<file path="src/rtl/eth_gen_pkg.sv">
// Shared constants for the Ethernet test-frame generator: FSM states,
// length defaults, header layout and the last-beat keep mask.
package eth_gen_pkg;

  typedef logic [1:0] state_t;

  localparam state_t ST_IDLE = 2'd0;
  localparam state_t ST_SEND = 2'd1;
  localparam state_t ST_GAP  = 2'd2;
  localparam state_t ST_DONE = 2'd3;

  localparam int          MIN_LEN_DEF   = 60;
  localparam int          MAX_LEN_DEF   = 9600;
  localparam logic [15:0] ETHERTYPE_DEF = 16'h88B5;

  // Byte offsets of the header fields within a frame
  localparam logic [13:0] OFS_DST  = 14'd0;
  localparam logic [13:0] OFS_SRC  = 14'd6;
  localparam logic [13:0] OFS_TYPE = 14'd12;
  localparam logic [13:0] OFS_SEQ  = 14'd14;
  localparam logic [13:0] OFS_PAY  = 14'd18;

  function automatic logic [7:0] keep_mask(input logic [2:0] rem);
    keep_mask = (rem == 3'd0) ? 8'hFF : 8'((9'd1 << rem) - 9'd1);
  endfunction

endpackage

</file>
<file path="src/rtl/eth_gen_beat_builder.sv">
// Combinational beat formatter: turns a beat index plus the latched frame
// parameters into one 64-bit AXI-Stream beat (tdata/tkeep/tlast).
module eth_gen_beat_builder
  import eth_gen_pkg::*;
#(
  parameter logic [15:0] ETHERTYPE = ETHERTYPE_DEF
) (
  input  logic [10:0] i_beat,
  input  logic [47:0] i_dst_mac,
  input  logic [47:0] i_src_mac,
  input  logic [31:0] i_seq,
  input  logic [13:0] i_len,
  output logic [63:0] o_tdata,
  output logic [7:0]  o_tkeep,
  output logic        o_tlast
);

  logic [13:0] w_len_m1;
  logic [10:0] w_last_beat;

  assign w_len_m1    = i_len - 14'd1;
  assign w_last_beat = w_len_m1[13:3];
  assign o_tlast     = (i_beat == w_last_beat);
  assign o_tkeep     = o_tlast ? keep_mask(i_len[2:0]) : 8'hFF;

  for (genvar k = 0; k < 8; k++) begin : g_lane
    logic [13:0] w_n;
    logic [13:0] w_si;
    logic [13:0] w_qi;
    logic [7:0]  w_byte;

    assign w_n  = {i_beat, 3'(k)};
    assign w_si = w_n - OFS_SRC;
    assign w_qi = w_n - OFS_SEQ;

    // Multi-byte fields go out MSB first, so the shift counts down from the top byte
    always_comb begin
      w_byte = w_n[7:0];
      if (w_n < OFS_SRC)
        w_byte = 8'(i_dst_mac >> {3'd5 - w_n[2:0], 3'b000});
      else if (w_n < OFS_TYPE)
        w_byte = 8'(i_src_mac >> {3'd5 - w_si[2:0], 3'b000});
      else if (w_n < OFS_SEQ)
        w_byte = w_n[0] ? ETHERTYPE[7:0] : ETHERTYPE[15:8];
      else if (w_n < OFS_PAY)
        w_byte = 8'(i_seq >> {2'd3 - w_qi[1:0], 3'b000});
    end

    assign o_tdata[8*k +: 8] = o_tkeep[k] ? w_byte : 8'h00;
  end

endmodule

</file>
<file path="src/rtl/eth_frame_gen.sv">
// Ethernet test-frame generator: FSM, counters and registered AXI-Stream
// master; beat contents come from eth_gen_beat_builder.
module eth_frame_gen
  import eth_gen_pkg::*;
#(
  parameter int          MIN_LEN   = MIN_LEN_DEF,
  parameter int          MAX_LEN   = MAX_LEN_DEF,
  parameter logic [15:0] ETHERTYPE = ETHERTYPE_DEF
) (
  input  logic        i_clk,
  input  logic        i_rst_n,
  input  logic        i_enable,
  input  logic [13:0] i_frame_len,
  input  logic [7:0]  i_ifg_cycles,
  input  logic [31:0] i_frame_count,
  input  logic [47:0] i_dst_mac,
  input  logic [47:0] i_src_mac,
  output logic        o_m_axis_tvalid,
  input  logic        i_m_axis_tready,
  output logic [63:0] o_m_axis_tdata,
  output logic [7:0]  o_m_axis_tkeep,
  output logic        o_m_axis_tlast,
  output logic [0:0]  o_m_axis_tuser,
  output logic        o_busy,
  output logic        o_done,
  output logic [31:0] o_frames_sent
);

  localparam logic [13:0] LEN_LO = 14'(MIN_LEN);
  localparam logic [13:0] LEN_HI = 14'(MAX_LEN);

  state_t      r_state;
  logic [10:0] r_beat;
  logic [13:0] r_len;
  logic [7:0]  r_ifg;
  logic [7:0]  r_gap_cnt;
  logic [47:0] r_dst;
  logic [47:0] r_src;
  logic [31:0] r_fc;
  logic [31:0] r_frames_sent;
  logic        r_tvalid;
  logic        r_tlast;
  logic [7:0]  r_tkeep;
  logic [63:0] r_tdata;

  logic [13:0] w_len_clamp;
  logic        w_accept, w_last_acc, w_run_done;
  logic        w_idle_start, w_b2b, w_gap_start, w_start, w_next_beat;
  logic [31:0] w_sent_inc, w_seq_start;
  logic [10:0] w_bld_beat;
  logic [47:0] w_bld_dst, w_bld_src;
  logic [31:0] w_bld_seq;
  logic [13:0] w_bld_len;
  logic [63:0] w_tdata;
  logic [7:0]  w_tkeep;
  logic        w_tlast;

  assign w_len_clamp = (i_frame_len < LEN_LO) ? LEN_LO :
                       (i_frame_len > LEN_HI) ? LEN_HI : i_frame_len;

  assign w_accept     = r_tvalid & i_m_axis_tready;
  assign w_last_acc   = w_accept & r_tlast;
  assign w_next_beat  = w_accept & ~r_tlast;
  assign w_sent_inc   = r_frames_sent + 32'd1;
  assign w_run_done   = (r_fc != 32'd0) && (w_sent_inc == r_fc);

  assign w_idle_start = (r_state == ST_IDLE) && i_enable &&
                        ((i_frame_count == 32'd0) || (r_frames_sent < i_frame_count));
  assign w_b2b        = (r_state == ST_SEND) && w_last_acc && !w_run_done &&
                        (r_ifg == 8'd0) && i_enable;
  assign w_gap_start  = (r_state == ST_GAP) && (r_gap_cnt == 8'd1) && i_enable;
  assign w_start      = w_idle_start | w_b2b | w_gap_start;

  // Sequence number tracks frames_sent as it will read once the start edge lands
  always_comb begin
    w_seq_start = r_frames_sent;
    if (w_idle_start)
      w_seq_start = 32'd0;
    else if (w_b2b)
      w_seq_start = w_sent_inc;
  end

  // On a start edge the builder sees the live inputs so beat 0 is registered at once
  assign w_bld_beat = w_start ? 11'd0       : r_beat + 11'd1;
  assign w_bld_dst  = w_start ? i_dst_mac   : r_dst;
  assign w_bld_src  = w_start ? i_src_mac   : r_src;
  assign w_bld_seq  = w_start ? w_seq_start : r_frames_sent;
  assign w_bld_len  = w_start ? w_len_clamp : r_len;

  eth_gen_beat_builder #(.ETHERTYPE(ETHERTYPE)) u_builder (
    .i_beat    (w_bld_beat),
    .i_dst_mac (w_bld_dst),
    .i_src_mac (w_bld_src),
    .i_seq     (w_bld_seq),
    .i_len     (w_bld_len),
    .o_tdata   (w_tdata),
    .o_tkeep   (w_tkeep),
    .o_tlast   (w_tlast)
  );

  always_ff @(posedge i_clk) begin
    if (!i_rst_n) begin
      r_state       <= ST_IDLE;
      r_beat        <= '0;
      r_len         <= '0;
      r_ifg         <= '0;
      r_gap_cnt     <= '0;
      r_dst         <= '0;
      r_src         <= '0;
      r_fc          <= '0;
      r_frames_sent <= '0;
      r_tvalid      <= 1'b0;
      r_tlast       <= 1'b0;
      r_tkeep       <= '0;
      r_tdata       <= '0;
    end else begin
      if (w_start || w_next_beat) begin
        r_beat   <= w_bld_beat;
        r_tdata  <= w_tdata;
        r_tkeep  <= w_tkeep;
        r_tlast  <= w_tlast;
        r_tvalid <= 1'b1;
      end else if (w_last_acc) begin
        r_tvalid <= 1'b0;
        r_tlast  <= 1'b0;
        r_tkeep  <= '0;
        r_tdata  <= '0;
      end

      if (w_start) begin
        r_len <= w_len_clamp;
        r_ifg <= i_ifg_cycles;
        r_dst <= i_dst_mac;
        r_src <= i_src_mac;
      end

      if (w_idle_start) begin
        r_fc          <= i_frame_count;
        r_frames_sent <= '0;
      end else if (w_last_acc) begin
        r_frames_sent <= w_sent_inc;
      end

      case (r_state)
        ST_IDLE: if (w_idle_start) r_state <= ST_SEND;
        ST_SEND: begin
          if (w_last_acc) begin
            if (w_run_done) begin
              r_state <= ST_DONE;
            end else if (r_ifg != 8'd0) begin
              r_state   <= ST_GAP;
              r_gap_cnt <= r_ifg;
            end else if (!i_enable) begin
              r_state <= ST_IDLE;
            end
          end
        end
        ST_GAP: begin
          if (r_gap_cnt == 8'd1)
            r_state <= i_enable ? ST_SEND : ST_IDLE;
          else
            r_gap_cnt <= r_gap_cnt - 8'd1;
        end
        ST_DONE: if (!i_enable) r_state <= ST_IDLE;
        default: r_state <= ST_IDLE;
      endcase
    end
  end

  assign o_m_axis_tvalid = r_tvalid;
  assign o_m_axis_tdata  = r_tdata;
  assign o_m_axis_tkeep  = r_tkeep;
  assign o_m_axis_tlast  = r_tlast;
  assign o_m_axis_tuser  = 1'b0;
  assign o_busy          = (r_state == ST_SEND) || (r_state == ST_GAP);
  assign o_done          = (r_state == ST_DONE);
  assign o_frames_sent   = r_frames_sent;

endmodule

</file>
<file path="config.mk">
export PLATFORM = sky130hd
export DESIGN_NAME = eth_frame_gen
export DESIGN_NICKNAME = d
export VERILOG_FILES = /design/src/rtl/eth_gen_pkg.sv /design/src/rtl/eth_gen_beat_builder.sv /design/src/rtl/eth_frame_gen.sv
export SDC_FILE = /design/constraint.sdc
export NUM_CORES = 1
export LEC_CHECK = 0
export CORE_ASPECT_RATIO = 0.7
export CORE_MARGIN = 1.5
export CORE_UTILIZATION = 48
export CTS_CLUSTER_DIAMETER = 40
export DETAILED_ROUTE_END_ITERATION = 7
export PLACE_DENSITY = 0.81
export RECOVER_POWER = 25
export REMOVE_ABC_BUFFERS = 1
export SLEW_MARGIN = 10
export SYNTH_ARGS = -nofsm -noshare
export SYNTH_HDL_FRONTEND = slang
export SYNTH_SLANG_ARGS = --single-unit
export TNS_END_PERCENT = 20
</file>
<file path="constraint.sdc">
create_clock -name i_clk -period 3.75 [get_ports i_clk]
set_input_delay 0.5625 -clock i_clk [delete_from_list [all_inputs] [get_ports i_clk]]
set_output_delay 0.5625 -clock i_clk [all_outputs]
set_load 0.02 [all_outputs]
</file>
==> reports/qor.csv <==
stage,metric,value,unit
outcome,status,completed,
global_route,total track usage,34.5,%
critical_path,"Req. time, crit path",4.21,ns
place,PortBufs,261,
floorplanning,Initial Util,49.0,%
timing,crit share post-route,99.6,%
place,routability cong.,0.950,
clocking,# hold bufs at CTS,0,
synthesis,top post-synthesis cells by area,"dfxtp_1 (37%), nand2_1 (10%), a21oi_1 (6.1%)",
synthesis,synth unique cells,81,
synthesis,sequential area share after synthesis,37.4,%
timing,Final Max Tran Viols,0,
critical_path,Crit Path Max Fanout,8,
worst_hold_path,"Endpoint, Worst Hold",r_fc[19]$_SDFFE_PN0P_,
global_route,first-pass GRT wire length,85.8,mm
worst_hold_path,Worst Hold Class,input port to register,
floorplanning,Horiz. Die Dim,213,um
critical_path,CP most frequent cell,buf_4,
synthesis,yosys warns,0,
critical_path,reg2reg path depth,16,
pwr,Lkg Pwr,8.62,nW
layout,Area Overhead vs Synth,44.0,%
global_route,total grt overflow,0,
pwr,power per cell area,504,nW/um^2
timing,worst slew pin tran,0.672,ns
layout,Final Instance Area,21300,um^2
critical_path,"setup slack, reg-to-reg",0.07,ns
clocking,htree depth,2,
floorplanning,num rows,53,
drt,drt pass-1 iters,6,
clocking,"Reg clk slew, reported paths",0.06,ns
critical_path,Worst Setup End Kind,register,
synthesis,number of synthesized flops with an enable pin,0,
run,max-cap viol count,0,
drt,routed length per placed instance,20.1,um
drt,DR DRC count,0,
drt,Detailed Route Iter0 Violations,1772,
critical_path,CP Launch Type,input port,
synthesis,Netlist Area Pre-Place,14800,um^2
clocking,Clock Sinks,276,
global_route,vias in the first global route,15700,
synthesis,Main synth FF type,dfxtp_1,
pwr,maximum vdd drop,338,uV
place,post-DP HPWL,41.6,mm
timing,Final Hold Fails,0,
drt,vias per cell,5.84,
timing,RSZ-0062 raised after global routing,yes,
synthesis,Post-Synthesis Cells,1923,
critical_path,Crit path max-delay family,buffers and inverters,
timing,slew margin rel.,55.2,%
critical_path,CP cell instances,"clkdlybuf4s50_1, buf_4, nor4_1, buf_4, nand4_1, buf_4, o31ai_1, buf_4, nor3_4, a21oi_4, buf_12, buf_6, a21oi_1, a31oi_1, o31ai_2, buf_4, o31ai_1",
critical_path,Setup Crit Path Kind,input port to register,
place,pre-CTS setup slack,-0.811,ns
timing,clk_skew,0.0190,ns
worst_hold_path,Hold Crit Start,i_frame_count[19],
critical_path,Buf/Inv on CP,8,
floorplanning,I/O pin cnt,263,
floorplanning,die area,31800,um^2
clocking,Worst-Skew Late Latency,0.55,ns
drt,Routed WL,56.4,mm
synthesis,cell taking the most area after synthesis,dfxtp_1,
clocking,CTS tree,built,
timing,fmax,268,MHz
clocking,root buffer cell,clkbuf_16,
critical_path,RR Startpoint,o_frames_sent[0]$_SDFFE_PP0P_,
critical_path,Worst path slowest cell,nor4_1,
synthesis,Syn Area/Cell,7.68,um^2
layout,share of post-route cells with drive strength above 1,17.9,%
drt,vias,16400,
worst_hold_path,Min-Delay Path Depth,3,
synthesis,Synth async-reset ratio,0,%
timing,"Min Clock Period, post-route",3.74,ns
timing,final setup violation count,0,
layout,"Net count, final",2567,
critical_path,Crit path largest cell delay,0.54,ns
synthesis,Synth Register Bits,276,
global_route,initial antenna violation count,2,
clocking,largest buffer count on any clock path,3,
drt,Final ANT Viol Nets,0,
floorplanning,Die Ht,150,um
critical_path,Arrival @ worst endpoint,4.19,ns
global_route,pin count of the biggest net entering global routing,80,
place,placed instance area,19600,um^2
clocking,TritonCTS Buffers,37,
critical_path,RR Endpoint,o_m_axis_tdata[16]$_SDFFE_PN0P_,
timing,final setup margin,0.0150,ns
synthesis,post-synth top area share,37.4,%
pwr,Final Power,10.7,mW
floorplanning,Core Footprint,30100,um^2
[Yosys cell counts (all sizes together), types with 26 or more instances]
master and count:
nor2 160, dfxtp 276, inv 56, nor3 44, nand2 406, buf 55
nand4 33, nor4 26, xor2 43, xnor2 71, a21oi 182, nand3 45
clkbuf 70, ha 40, o21ai 94
[metrics by stage]
| step | std cells | hold slack [ns] | util (%) | setup TNS [ns] |
|---|---|---|---|---|
| 2_1_floorplan | 1798 | 0.432 | - | -416.99 |
| 3_3_place_gp | 2741 | 0.435 | 65.0 | -52.60 |
| 3_5_place_dp | 2741 | 0.434 | 65.0 | -76.08 |
| 4_1_cts | 2811 | 0.442 | 69.6 | 0 |
| 5_1_grt | 2813 | 0.354 | 70.6 | -0.746 |
| 6_report | 2814 | 0.329 | 70.6 | 0 |
[routing by layer]
metal | up-vias | part of all wire, % | GRT usage, %
met5 | - | 0.018 | 0
met4 | 2 | 3.1 | 11.7
met3 | 116 | 10 | 7.05
met2 | 897 | 43 | 51.4
met1 | 7815 | 44 | 49.4
li1 | 7603 | - | -
[worst reg2reg max path, cell delays in order, from the launching register on]
cell	delay [ns]
dfxtp_4	0.36
ha_4	0.15
buf_6	0.13
and3_1	0.19
nand3_1	0.15
o211ai_1	0.21
o211ai_1	0.20
a2111oi_2	0.37
buf_4	0.17
and4b_2	0.28
a21oi_4	0.08
buf_12	0.15
buf_6	0.13
or2_4	0.26
buf_4	0.14
or3_4	0.34
a32o_1	0.27
[state kept, by name, summed over array words and instances, names as in the netlist]
signal / count
o_m_axis_tdata: 64
r_dst: 48
r_src: 48
o_frames_sent: 32
r_fc: 32
r_len: 14
r_beat: 11
r_gap_cnt: 8
r_ifg: 8
o_m_axis_tkeep: 7
r_state: 2
o_m_axis_tlast: 1
o_m_axis_tvalid: 1
[kinds of logic (layout without fill, tap and decap cells)]
| family | Yosys count | after routing | synth area share [%] |
|---|---|---|---|
| other cells | 1 | 2 | 0.0254 |
| compound gates | 456 | 456 | 19.5 |
| fa+ha+maj | 40 | 40 | 3.39 |
| buf+inv | 181 | 659 | 5.17 |
| mux | 33 | 33 | 2.42 |
| simple gates | 822 | 822 | 25.3 |
| xor+xnor | 114 | 114 | 6.76 |
| flops | 276 | 276 | 37.4 |
[report_power, final]
| group | total, mW | switching (mW) | internal, mW |
|---|---|---|---|
| logic | 3.54 | 1.99 | 1.54 |
| registers | 3.64 | 0.307 | 3.34 |
| clock network | 3.54 | 1.48 | 2.06 |
| total | 10.7 | 3.78 | 6.94 |
[how the worst max path moves through the flow]
stage | from | endpoint | slack, ns | cells past startpoint
after floorplan | o_frames_sent[0]$_SDFFE_PP0P_ | o_m_axis_tdata[32]$_SDFFE_PN0P_ | -2.54 | 12
after global placement | i_frame_count[2] | o_m_axis_tdata[29]$_SDFFE_PN0P_ | -0.66 | 17
after detailed placement | i_frame_count[19] | o_m_axis_tdata[45]$_SDFFE_PN0P_ | -0.81 | 17
after CTS | o_frames_sent[1]$_SDFFE_PP0P_ | o_m_axis_tdata[16]$_SDFFE_PN0P_ | 0.007 | 17
after global routing | o_frames_sent[8]$_SDFFE_PP0P_ | o_m_axis_tdata[16]$_SDFFE_PN0P_ | -0.08 | 15
final | i_frame_count[24] | o_m_axis_tdata[18]$_SDFFE_PN0P_ | 0.01 | 17
[layout make-up]
class	count	area, um^2
Fill cell	2354	8840
Inverter	56	213
Clock buffer	46	990
Tap cell	412	515
Multi-Input combinational cell	1466	8790
Sequential cell	276	5550
Clock inverter	21	235
Antenna cell	1	2.50
Timing Repair Buffer	536	4970
[cells in the final DEF (no fill, tap or decap), types with 16 or more instances in the layout]
cell / count
o21a_1: 21
clkbuf_16: 38
nand4_1: 31
and2_1: 22
clkdlybuf4s50_1: 169
mux2i_1: 22
buf_4: 243
dlygate4sd3_1: 91
xor2_1: 42
nand3_1: 43
nor2_1: 151
nor3_1: 38
nand2_1: 403
dfxtp_1: 261
ha_1: 38
xnor2_1: 70
and3_1: 18
nor4_1: 22
o21ai_0: 78
o31ai_1: 20
a31oi_1: 16
a21oi_1: 179
inv_1: 55
[repair_timing]
action | CTS | global route
pin swaps | 6 | 11
setup endpoints to repair | 75 | 102
setup buffers | 3 | 2
gates resized for setup | 30 | 75
cloned | 0 | 1
(Power assumes the default switching activity.)
